### src/rtl/cache_mem_arbiter_if.sv
`default_nettype none
// ============================================================================
//  Module      : cache_mem_arbiter_if
//  Description : Bundle of the I-cache/D-cache request ports and the shared
//                four-bank memory port handled by cache_mem_arbiter.
//  Revision    : 1.0 - initial release
// ============================================================================
interface cache_mem_arbiter_if;
  // Cache-controller side
  logic        req0, req1;
  logic        rd0, rd1;
  logic        wr0, wr1;
  logic [15:0] addr0, addr1;
  logic [15:0] wdata0, wdata1;
  logic        gnt0, gnt1;
  logic        ack0, ack1;
  logic        rvalid0, rvalid1;
  logic [15:0] rdata0, rdata1;
  logic        err0, err1;
  // Memory side
  logic [15:0] fm_addr;
  logic [15:0] fm_data_in;
  logic        fm_rd, fm_wr;
  logic [15:0] m_data_out;
  logic [3:0]  m_busy;
  logic        m_err;

  // Arbiter view
  modport master (
    input  req0, req1, rd0, rd1, wr0, wr1, addr0, addr1, wdata0, wdata1,
    input  m_data_out, m_busy, m_err,
    output gnt0, gnt1, ack0, ack1, rvalid0, rvalid1, rdata0, rdata1,
    output err0, err1, fm_addr, fm_data_in, fm_rd, fm_wr
  );

  // Environment view (cache controllers plus memory)
  modport slave (
    output req0, req1, rd0, rd1, wr0, wr1, addr0, addr1, wdata0, wdata1,
    output m_data_out, m_busy, m_err,
    input  gnt0, gnt1, ack0, ack1, rvalid0, rvalid1, rdata0, rdata1,
    input  err0, err1, fm_addr, fm_data_in, fm_rd, fm_wr
  );
endinterface
`default_nettype wire

### src/rtl/cache_mem_arbiter.sv
`default_nettype none
// ============================================================================
//  Module      : cache_mem_arbiter
//  Description : Burst-granular round-robin arbiter between the instruction
//                and data cache controllers for one four-bank memory. Read
//                data is steered back by a tag pipeline, not by the grant.
//  Revision    : 1.0 - initial release
// ============================================================================
module cache_mem_arbiter #(
  parameter int RD_LAT = 2
) (
  input  wire logic          clk,
  input  wire logic          rst,     // synchronous, active low
  cache_mem_arbiter_if.master bus_io
);

  typedef enum logic [1:0] {
    IDLE = 2'd0,
    OWN0 = 2'd1,
    OWN1 = 2'd2
  } state_e;

  state_e            state_q, state_d;
  logic              last_owner_q, last_owner_d;
  logic [RD_LAT-1:0] tag_vld_q;
  logic [RD_LAT-1:0] tag_port_q;

  logic w_own0, w_own1;
  logic w_busy0, w_busy1;
  logic w_rd_accept, w_rd_port;
  logic w_ret_vld, w_ret_port;

  // State and round-robin history registers
  always_ff @(posedge clk) begin
    if (!rst) begin
      state_q      <= IDLE;
      last_owner_q <= 1'b1;
    end else begin
      state_q      <= state_d;
      last_owner_q <= last_owner_d;
    end
  end

  // Next ownership: owner holds until it drops req, then direct handoff
  always_comb begin
    state_d      = state_q;
    last_owner_d = last_owner_q;
    case (state_q)
      IDLE: begin
        if (bus_io.req0 && bus_io.req1) begin
          // Tie goes to whoever did not win the previous tie
          if (last_owner_q) begin
            state_d      = OWN0;
            last_owner_d = 1'b0;
          end else begin
            state_d      = OWN1;
            last_owner_d = 1'b1;
          end
        end else if (bus_io.req0) begin
          state_d = OWN0;
        end else if (bus_io.req1) begin
          state_d = OWN1;
        end
      end
      OWN0: if (!bus_io.req0) state_d = bus_io.req1 ? OWN1 : IDLE;
      OWN1: if (!bus_io.req1) state_d = bus_io.req0 ? OWN0 : IDLE;
      default: state_d = IDLE;
    endcase
  end

  assign bus_io.gnt0 = (state_q == OWN0);
  assign bus_io.gnt1 = (state_q == OWN1);
  assign w_own0      = bus_io.gnt0 & bus_io.req0;
  assign w_own1      = bus_io.gnt1 & bus_io.req1;
  assign w_busy0     = bus_io.m_busy[bus_io.addr0[2:1]];
  assign w_busy1     = bus_io.m_busy[bus_io.addr1[2:1]];

  // Forward the active owner's access; strobe stays up while the bank is busy
  always_comb begin
    bus_io.fm_addr    = '0;
    bus_io.fm_data_in = '0;
    bus_io.fm_rd      = 1'b0;
    bus_io.fm_wr      = 1'b0;
    if (w_own0) begin
      bus_io.fm_addr    = bus_io.addr0;
      bus_io.fm_data_in = bus_io.wdata0;
      bus_io.fm_rd      = bus_io.rd0 & ~bus_io.wr0;
      bus_io.fm_wr      = bus_io.wr0 & ~bus_io.rd0;
    end else if (w_own1) begin
      bus_io.fm_addr    = bus_io.addr1;
      bus_io.fm_data_in = bus_io.wdata1;
      bus_io.fm_rd      = bus_io.rd1 & ~bus_io.wr1;
      bus_io.fm_wr      = bus_io.wr1 & ~bus_io.rd1;
    end
  end

  // Acceptance and error reporting; rd&wr together is illegal and never issued
  always_comb begin
    bus_io.ack0 = w_own0 & (bus_io.rd0 ^ bus_io.wr0) & ~w_busy0;
    bus_io.ack1 = w_own1 & (bus_io.rd1 ^ bus_io.wr1) & ~w_busy1;
    bus_io.err0 = (w_own0 & bus_io.rd0 & bus_io.wr0) | (bus_io.gnt0 & bus_io.m_err);
    bus_io.err1 = (w_own1 & bus_io.rd1 & bus_io.wr1) | (bus_io.gnt1 & bus_io.m_err);
  end

  // An ack implies exactly one of rd/wr, so ack&rd is an accepted read
  assign w_rd_accept = (bus_io.ack0 & bus_io.rd0) | (bus_io.ack1 & bus_io.rd1);
  assign w_rd_port   = bus_io.ack1 & bus_io.rd1;

  // Read tag pipeline: one stage per cycle, cleared on reset
  always_ff @(posedge clk) begin
    if (!rst) begin
      tag_vld_q  <= '0;
      tag_port_q <= '0;
    end else begin
      tag_vld_q[0]  <= w_rd_accept;
      tag_port_q[0] <= w_rd_port;
      for (int k = 1; k < RD_LAT; k++) begin
        tag_vld_q[k]  <= tag_vld_q[k-1];
        tag_port_q[k] <= tag_port_q[k-1];
      end
    end
  end

  assign w_ret_vld  = tag_vld_q[RD_LAT-1];
  assign w_ret_port = tag_port_q[RD_LAT-1];

  // Return data to the port that issued the read
  always_comb begin
    bus_io.rvalid0 = w_ret_vld & ~w_ret_port;
    bus_io.rvalid1 = w_ret_vld &  w_ret_port;
    bus_io.rdata0  = bus_io.rvalid0 ? bus_io.m_data_out : 16'h0000;
    bus_io.rdata1  = bus_io.rvalid1 ? bus_io.m_data_out : 16'h0000;
  end

endmodule
`default_nettype wire
### src/flat_wrapper.sv
// flat-port wrapper written by rule: the top's interface ports become plain ports
module cache_mem_arbiter_flat 
#(
  parameter int RD_LAT = 2
)
  (clk, rst, bus_io_req0, bus_io_req1, bus_io_rd0, bus_io_rd1, bus_io_wr0, bus_io_wr1, bus_io_addr0, bus_io_addr1, bus_io_wdata0, bus_io_wdata1, bus_io_m_data_out, bus_io_m_busy, bus_io_m_err, bus_io_gnt0, bus_io_gnt1, bus_io_ack0, bus_io_ack1, bus_io_rvalid0, bus_io_rvalid1, bus_io_rdata0, bus_io_rdata1, bus_io_err0, bus_io_err1, bus_io_fm_addr, bus_io_fm_data_in, bus_io_fm_rd, bus_io_fm_wr);
  cache_mem_arbiter_if bus_io_i ();
  input  wire logic clk;
  input  wire logic rst;
  input wire logic [$bits(bus_io_i.req0)-1:0] bus_io_req0;
  input wire logic [$bits(bus_io_i.req1)-1:0] bus_io_req1;
  input wire logic [$bits(bus_io_i.rd0)-1:0] bus_io_rd0;
  input wire logic [$bits(bus_io_i.rd1)-1:0] bus_io_rd1;
  input wire logic [$bits(bus_io_i.wr0)-1:0] bus_io_wr0;
  input wire logic [$bits(bus_io_i.wr1)-1:0] bus_io_wr1;
  input wire logic [$bits(bus_io_i.addr0)-1:0] bus_io_addr0;
  input wire logic [$bits(bus_io_i.addr1)-1:0] bus_io_addr1;
  input wire logic [$bits(bus_io_i.wdata0)-1:0] bus_io_wdata0;
  input wire logic [$bits(bus_io_i.wdata1)-1:0] bus_io_wdata1;
  input wire logic [$bits(bus_io_i.m_data_out)-1:0] bus_io_m_data_out;
  input wire logic [$bits(bus_io_i.m_busy)-1:0] bus_io_m_busy;
  input wire logic [$bits(bus_io_i.m_err)-1:0] bus_io_m_err;
  output wire logic [$bits(bus_io_i.gnt0)-1:0] bus_io_gnt0;
  output wire logic [$bits(bus_io_i.gnt1)-1:0] bus_io_gnt1;
  output wire logic [$bits(bus_io_i.ack0)-1:0] bus_io_ack0;
  output wire logic [$bits(bus_io_i.ack1)-1:0] bus_io_ack1;
  output wire logic [$bits(bus_io_i.rvalid0)-1:0] bus_io_rvalid0;
  output wire logic [$bits(bus_io_i.rvalid1)-1:0] bus_io_rvalid1;
  output wire logic [$bits(bus_io_i.rdata0)-1:0] bus_io_rdata0;
  output wire logic [$bits(bus_io_i.rdata1)-1:0] bus_io_rdata1;
  output wire logic [$bits(bus_io_i.err0)-1:0] bus_io_err0;
  output wire logic [$bits(bus_io_i.err1)-1:0] bus_io_err1;
  output wire logic [$bits(bus_io_i.fm_addr)-1:0] bus_io_fm_addr;
  output wire logic [$bits(bus_io_i.fm_data_in)-1:0] bus_io_fm_data_in;
  output wire logic [$bits(bus_io_i.fm_rd)-1:0] bus_io_fm_rd;
  output wire logic [$bits(bus_io_i.fm_wr)-1:0] bus_io_fm_wr;
  assign bus_io_i.req0 = bus_io_req0;
  assign bus_io_i.req1 = bus_io_req1;
  assign bus_io_i.rd0 = bus_io_rd0;
  assign bus_io_i.rd1 = bus_io_rd1;
  assign bus_io_i.wr0 = bus_io_wr0;
  assign bus_io_i.wr1 = bus_io_wr1;
  assign bus_io_i.addr0 = bus_io_addr0;
  assign bus_io_i.addr1 = bus_io_addr1;
  assign bus_io_i.wdata0 = bus_io_wdata0;
  assign bus_io_i.wdata1 = bus_io_wdata1;
  assign bus_io_i.m_data_out = bus_io_m_data_out;
  assign bus_io_i.m_busy = bus_io_m_busy;
  assign bus_io_i.m_err = bus_io_m_err;
  assign bus_io_gnt0 = bus_io_i.gnt0;
  assign bus_io_gnt1 = bus_io_i.gnt1;
  assign bus_io_ack0 = bus_io_i.ack0;
  assign bus_io_ack1 = bus_io_i.ack1;
  assign bus_io_rvalid0 = bus_io_i.rvalid0;
  assign bus_io_rvalid1 = bus_io_i.rvalid1;
  assign bus_io_rdata0 = bus_io_i.rdata0;
  assign bus_io_rdata1 = bus_io_i.rdata1;
  assign bus_io_err0 = bus_io_i.err0;
  assign bus_io_err1 = bus_io_i.err1;
  assign bus_io_fm_addr = bus_io_i.fm_addr;
  assign bus_io_fm_data_in = bus_io_i.fm_data_in;
  assign bus_io_fm_rd = bus_io_i.fm_rd;
  assign bus_io_fm_wr = bus_io_i.fm_wr;
  cache_mem_arbiter #(.RD_LAT(RD_LAT)) u_core (.clk(clk), .rst(rst), .bus_io(bus_io_i));
endmodule
### config.mk
export PLATFORM = sky130hd
export DESIGN_NAME = cache_mem_arbiter_flat
export DESIGN_NICKNAME = d
export VERILOG_FILES = /design/src/rtl/cache_mem_arbiter_if.sv /design/src/rtl/cache_mem_arbiter.sv /design/src/flat_wrapper.sv
export SDC_FILE = /design/constraint.sdc
export NUM_CORES = 1
export LEC_CHECK = 0
export CORE_AREA = 2 2 69 71
export DETAILED_ROUTE_END_ITERATION = 8
export DIE_AREA = 0 0 71 73
export MAX_ROUTING_LAYER = met4
export PLACE_DENSITY = 0.84
export SYNTH_ARGS = -nofsm -noshare
export SYNTH_HDL_FRONTEND = slang
export SYNTH_SLANG_ARGS = --single-unit
### constraint.sdc
create_clock -name clk -period 3.5 [get_ports clk]
set_input_delay 0.35 -clock clk [delete_from_list [all_inputs] [get_ports clk]]
set_output_delay 0.35 -clock clk [all_outputs]
set_load 0.05 [all_outputs]
# Yosys cells after proc, flatten, opt, wreduce, memory -nomap -nowiden
# Cells that the tools add are included.
# W data, S select, Z words.
# op_classes
n_addsub	0
multipliers	0
n_div	0
magnitude_cmp	2
n_eq_ne	5
shifts	0
mux	24
bitwise	32
n_reduce_logical	4
# ops
op	count
$mux W16	6
$and A1 B1 Y1	20
$mux W2	7
$mux W1	8
$not A1 Y1	7
$lt A2 B3 Y1 const B	2
$pmux W2 S3	1
$bmux W1 S2	2
$ne A2 B2 Y1 const B	2
$ne A4 B3 Y1 const B	1
$or A1 B1 Y1	3
$reduce_and A3 Y1	1
$eq A2 B1 Y1 const B	1
$eq A2 B2 Y1 const B	1
$logic_not A2 Y1	1
$reduce_and A2 Y1	1
$xor A1 B1 Y1	2
$logic_and A1 B1 Y1	1
# totals
ff_bits	7
latch_bits	0
ramBits	0
mem_bits_ro	0
input_bits	93
out_inout_bits	74
mem_count	0

# Depth between registers and ports, before layout
# depth
depth_word	6
depth_mapped	4

# Least setup slack after synthesis
# OpenSTA, ideal clock, no wires.
# synth_path
kind	register -> output
startpoint	reg u_core.state_q[0]
endpoint	out bus_io_ack0
arrival_ns	2.030
path_slack_ns	1.120
stages_incl_launch_ff	5
cell_sequence	dfxtp_1 -> and3b_1 -> buf_2 -> buf_4 -> nor3b_1
# synth_between
elab_chain_cells	4
# synth_lines
element	line	rtl
from (decl)	cache_mem_arbiter.sv:23	state_e state_q, state_d;
from (signal assigned)	cache_mem_arbiter.sv:39	state_q <= state_d;
$eq A2 B1 Y1	cache_mem_arbiter.sv:71	assign bus_io.gnt0 = (state_q == OWN0);
$and A1 B1 Y1	cache_mem_arbiter.sv:73	assign w_own0 = bus_io.gnt0 & bus_io.req0;
$and A1 B1 Y1 (2 in a row)	cache_mem_arbiter.sv:99	bus_io.ack0 = w_own0 & (bus_io.rd0 ^ bus_io.wr0) & ~w_busy0;
to (decl)	flat_wrapper.sv:25	output wire logic [$bits(bus_io_i.ack0)-1:0] bus_io_ack0;
# No other way between the ends.

# Final worst setup path
# layout_path
startpoint	reg u_core.tag_vld_q[1]
endpoint	out bus_io_rdata0[4]
# layout_between
elab_chain_cells	2
# layout_lines
element	line	rtl
from (decl)	cache_mem_arbiter.sv:25	logic [RD_LAT-1:0] tag_vld_q;
from (signal, indexed assignment)	cache_mem_arbiter.sv:118	tag_vld_q[k] <= tag_vld_q[k-1];
$and A1 B1 Y1	cache_mem_arbiter.sv:129	bus_io.rvalid0 = w_ret_vld & ~w_ret_port;
$mux W16	cache_mem_arbiter.sv:131	bus_io.rdata0 = bus_io.rvalid0 ? bus_io.m_data_out : 16'h0000;
to (decl)	flat_wrapper.sv:29	output wire logic [$bits(bus_io_i.rdata0)-1:0] bus_io_rdata0;
# No other way between the ends.

==> results.md <==
Critical path:
- The slowest library cell on the worst path is sky130_fd_sc_hd__clkdlybuf4s50_1.
- The type of the setup path with the least slack is reg -> out.
- On the worst path, the slowest cell contributes a delay of 0.80 ns.
- The cell family contributing the most delay on the critical path is simple AND/OR/NAND/NOR gates.
- The critical path capture point type is an output port.
- Traced cell by cell, the critical path runs through nor2b_1 -> and2_1 -> clkdlybuf4s50_1.
- The worst path arrival time is 2.60 ns.
- In this run the worst path has a maximum fanout of 18.
- STA classifies the critical path startpoint as a register.
- For the worst setup path, the data required time is 3.15 ns.
- The worst path buffer plus inverter count is 1.

Placement:
- Buffers placed on the I/O ports in this run total 166.
- The placed cell count is 332.
- Once detailed placement completed, the half-perimeter wirelength came to 4090 um.
- The placer congestion estimate is 0.816.
- Once placement finished, the instance area stood at 2590 um2.

Timing:
- The maximum clock skew at final layout is 0.00131 ns.
- Derived from the worst setup path, the maximum achievable clock frequency is 339 MHz.
- The final hold violation count was 0.
- Headroom to the max-slew limit came out at 0.420.
- The post-layout minimum cycle time is 2.95 ns.
- Setup repair after global routing left no endpoint under its margin.
- Setup violations remaining at the end of the flow were counted as 0.
- The worst hold slack is 0.431 ns.
- The share of the clock period used by the worst path after layout is 0.842.
- The summed negative setup slack over all endpoints is 0 ns.
- The transition time at the pin with the least slew margin is 0.868 ns.
- The count of pins over their slew limit is 0.

Cells and area:
- For this run, the post-layout net count is 380.
- The library cell used most frequently in the layout, excluding fill and tap cells, is sky130_fd_sc_hd__clkdlybuf4s50_1.
- The filler-free cell count of the finished design is 336.
- In the layout the commonest cells are sky130_fd_sc_hd__clkdlybuf4s50_1 (130), sky130_fd_sc_hd__buf_4 (38), sky130_fd_sc_hd__a22o_1 (34), sky130_fd_sc_hd__and2_1 (20), sky130_fd_sc_hd__and3_1 (18).
- The ratio of cells with drive above 1 in the final layout is 0.156.
- The finished cells cover 2640 um2.
- Fill cells in the final layout number 396.
- At the end of the flow the core is filled with cells to 0.582.
- The number of antenna diodes in the final layout is 0.
- Compared with the post-synthesis result, the final layout area differs by 165%.

Hold path:
- The class of the worst hold path is reg -> reg.

Power:
- The switching power summed over all nets is 166 uW.
- Of the total power, the clock network draws 0.238.
- The static leakage is 0.00117 uW.
- For this design the ratio of total power to cell area is 179 nW/um2.
- Of the total power, the share spent switching nets is 0.352.
- The sequential share of power is 0.184.
- The share of total power in combinational logic is 0.578.
- Internal power comes to 307 uW.
- The worst IR drop on VDD is 0.144 mV.

GRT:
- The maximum number of pins on one net before global-route repair is 37.
- The remaining global-route overflow is 0.
- The initial antenna violation count is 0.
- The global router's overall resource usage is 0.170.
- The first global-routing pass estimated 6870 um of wire.
- The number of global-route vias before repair came to 1345.

Yosys:
- The flop and latch count out of synthesis is 7.
- The top cell type's share of synthesized area is 0.300.
- After synthesis, the netlist uses 22 different library cells.
- By area the synthesized netlist is led by sky130_fd_sc_hd__a22o_1 (30%), sky130_fd_sc_hd__dfxtp_1 (14%), sky130_fd_sc_hd__and2_1 (13%).
- The cell taking the most area after synthesis is sky130_fd_sc_hd__a22o_1.
- The part of the Yosys area used for sequential elements is 0.141.
- Counting every instance in the synthesized netlist gives 121.
- When the netlist entered floorplanning its net count stood at 218.
- The cell area after synthesis is 993 um2.
- The synthesized area per cell is 8.21 um2.
- The Yosys step of the flow raised 0 warnings.

Floorplanning:
- The die is 71 um wide.
- The die footprint is 5180 um2.
- In this run the core area contains 25 standard-cell rows.
- The die extent in y is 73 um.
- The core region is 4540 um2.
- For this configuration, the core starts out at a cell density of 0.219.
- Pin placement for this block handled 167 I/O pins.

Clock tree:
- The number of hold-repair buffers added at the cts stage is 0.
- The post-cts sizing count is 0.
- Counting the buffers created by CTS gives 3.
- The root buffer cell is sky130_fd_sc_hd__clkbuf_8.
- After clock tree synthesis, the clock-pin slew on the worst setup and hold paths is 0.04 ns.
- In this run the post-CTS setup repair buffer count came out at 0.
- The clock net sink count is 7.
- TritonCTS built the clock tree.
- CTS built an H-tree with a depth of 1.
- The clock passes through at most 2 buffers.
- The later pin in the worst-skew pair is clocked with a latency of 0.23 ns.

Routing:
- The count of unresolved DRC violations after routing is 0.
- The first TritonRoute pass finished after 4 iterations.
- For this block, the initial DRC count from the detailed router was 71.
- The remaining antenna violation count after routing is 0.
- After detailed routing, the number of vias per cell comes to 4.71.
- The final route contains 1583 vias.
- The routed wire length is 4930 um.
- In the final routed layout, each cell accounts on average for 14.7 um.

Status:
- The run finished with clean final reports.

Flow run:
- Max-cap violations in this run came to 0.
-- registers in the layout, summed over array words and instances, names as in the netlist --
| signal | flops |
|---|---|
| u_core.state_q | 2 |
| u_core.tag_vld_q | 2 |
| u_core.tag_port_q | 2 |
| u_core.last_owner_q | 1 |
-- cell families (layout without fill, tap and decap cells) --
family | Yosys count | in the layout | synth area share
flops | 7 | 7 | 0.141
buf+inv | 15 | 176 | 0.0705
simple gates | 53 | 53 | 0.351
compound gates | 39 | 39 | 0.332
fa+ha+maj | 4 | 4 | 0.0504
mux | 2 | 2 | 0.0453
xor+xnor | 1 | 1 | 0.00882
-- final timing paths --
kind / slack [ns] / from / cells past startpoint / endpoint
setup / recovery: 0.55 / u_core.tag_vld_q[1] / 3 / bus_io_rdata0[4]
hold / removal: 0.43 / u_core.tag_port_q[0] / 1 / u_core.tag_port_q[1]
setup reg to reg: 1.99 / u_core.state_q[1] / 4 / u_core.tag_vld_q[0]
hold reg to reg: 0.43 / u_core.tag_port_q[0] / 1 / u_core.tag_port_q[1]
-- Yosys cell counts --
cell type                  count
sky130_fd_sc_hd__nor4bb_1      1
sky130_fd_sc_hd__nor2b_1       6
sky130_fd_sc_hd__o21a_1        1
sky130_fd_sc_hd__inv_1         4
sky130_fd_sc_hd__buf_4         1
sky130_fd_sc_hd__o22ai_1       2
sky130_fd_sc_hd__ha_1          4
sky130_fd_sc_hd__nor2_1        1
sky130_fd_sc_hd__mux4_2        2
sky130_fd_sc_hd__dfxtp_1       7
sky130_fd_sc_hd__and2_1       20
sky130_fd_sc_hd__clkbuf_1      2
sky130_fd_sc_hd__nor4b_1       1
sky130_fd_sc_hd__nor4b_2       1
sky130_fd_sc_hd__nor3b_1       2
sky130_fd_sc_hd__xnor2_1       1
sky130_fd_sc_hd__and3_1       18
sky130_fd_sc_hd__buf_2         8
sky130_fd_sc_hd__nand2_1       1
sky130_fd_sc_hd__a31oi_1       2
sky130_fd_sc_hd__a22o_1       34
sky130_fd_sc_hd__and3b_1       2
-- through the flow --
stage | total power [uW] | worst slack [ns]
finish | 473 | 0.552
global route | 497 | 0.301
CTS | 478 | 0.541
detailed placement | 361 | 0.787
global placement | 359 | 0.928
floorplan | 211 | 1.12
-- metal layers --
metal,part of all wire,up-vias,track usage
li1,-,785,-
met4,0.0024,0,0.0314
met3,0.099,2,0.0580
met5,0,-,-
met1,0.39,708,0.197
met2,0.51,88,0.289
-- power by group through the flow --
stage	logic [uW]	registers, uW	clock network (uW)
after floorplan	124	87.0	0
after global placement	271	88.0	0
after detailed placement	273	88.1	0
after CTS	274	86.9	117
after global routing	286	87.2	124
final	273	87.0	112
-- worst register-to-register path: stages, from the launching register on --
cell and delay, ns:
sky130_fd_sc_hd__dfxtp_1 0.44, sky130_fd_sc_hd__and3b_1 0.20, sky130_fd_sc_hd__buf_4 0.34, sky130_fd_sc_hd__nor4b_2 0.31
sky130_fd_sc_hd__o21a_1 0.17
-- final cells by class --
class | instances | area [um2] | area share
clock buffers | 4 | 45.0 | 0.0171
inverters | 4 | 15.0 | 0.00569
multi-input cells | 99 | 783 | 0.297
flip-flops and latches | 7 | 140 | 0.0531
well taps | 54 | 67.6 | 0.0256
repair buffers | 168 | 1590 | 0.602
No activity file was read; power rests on OpenSTA's default activity.
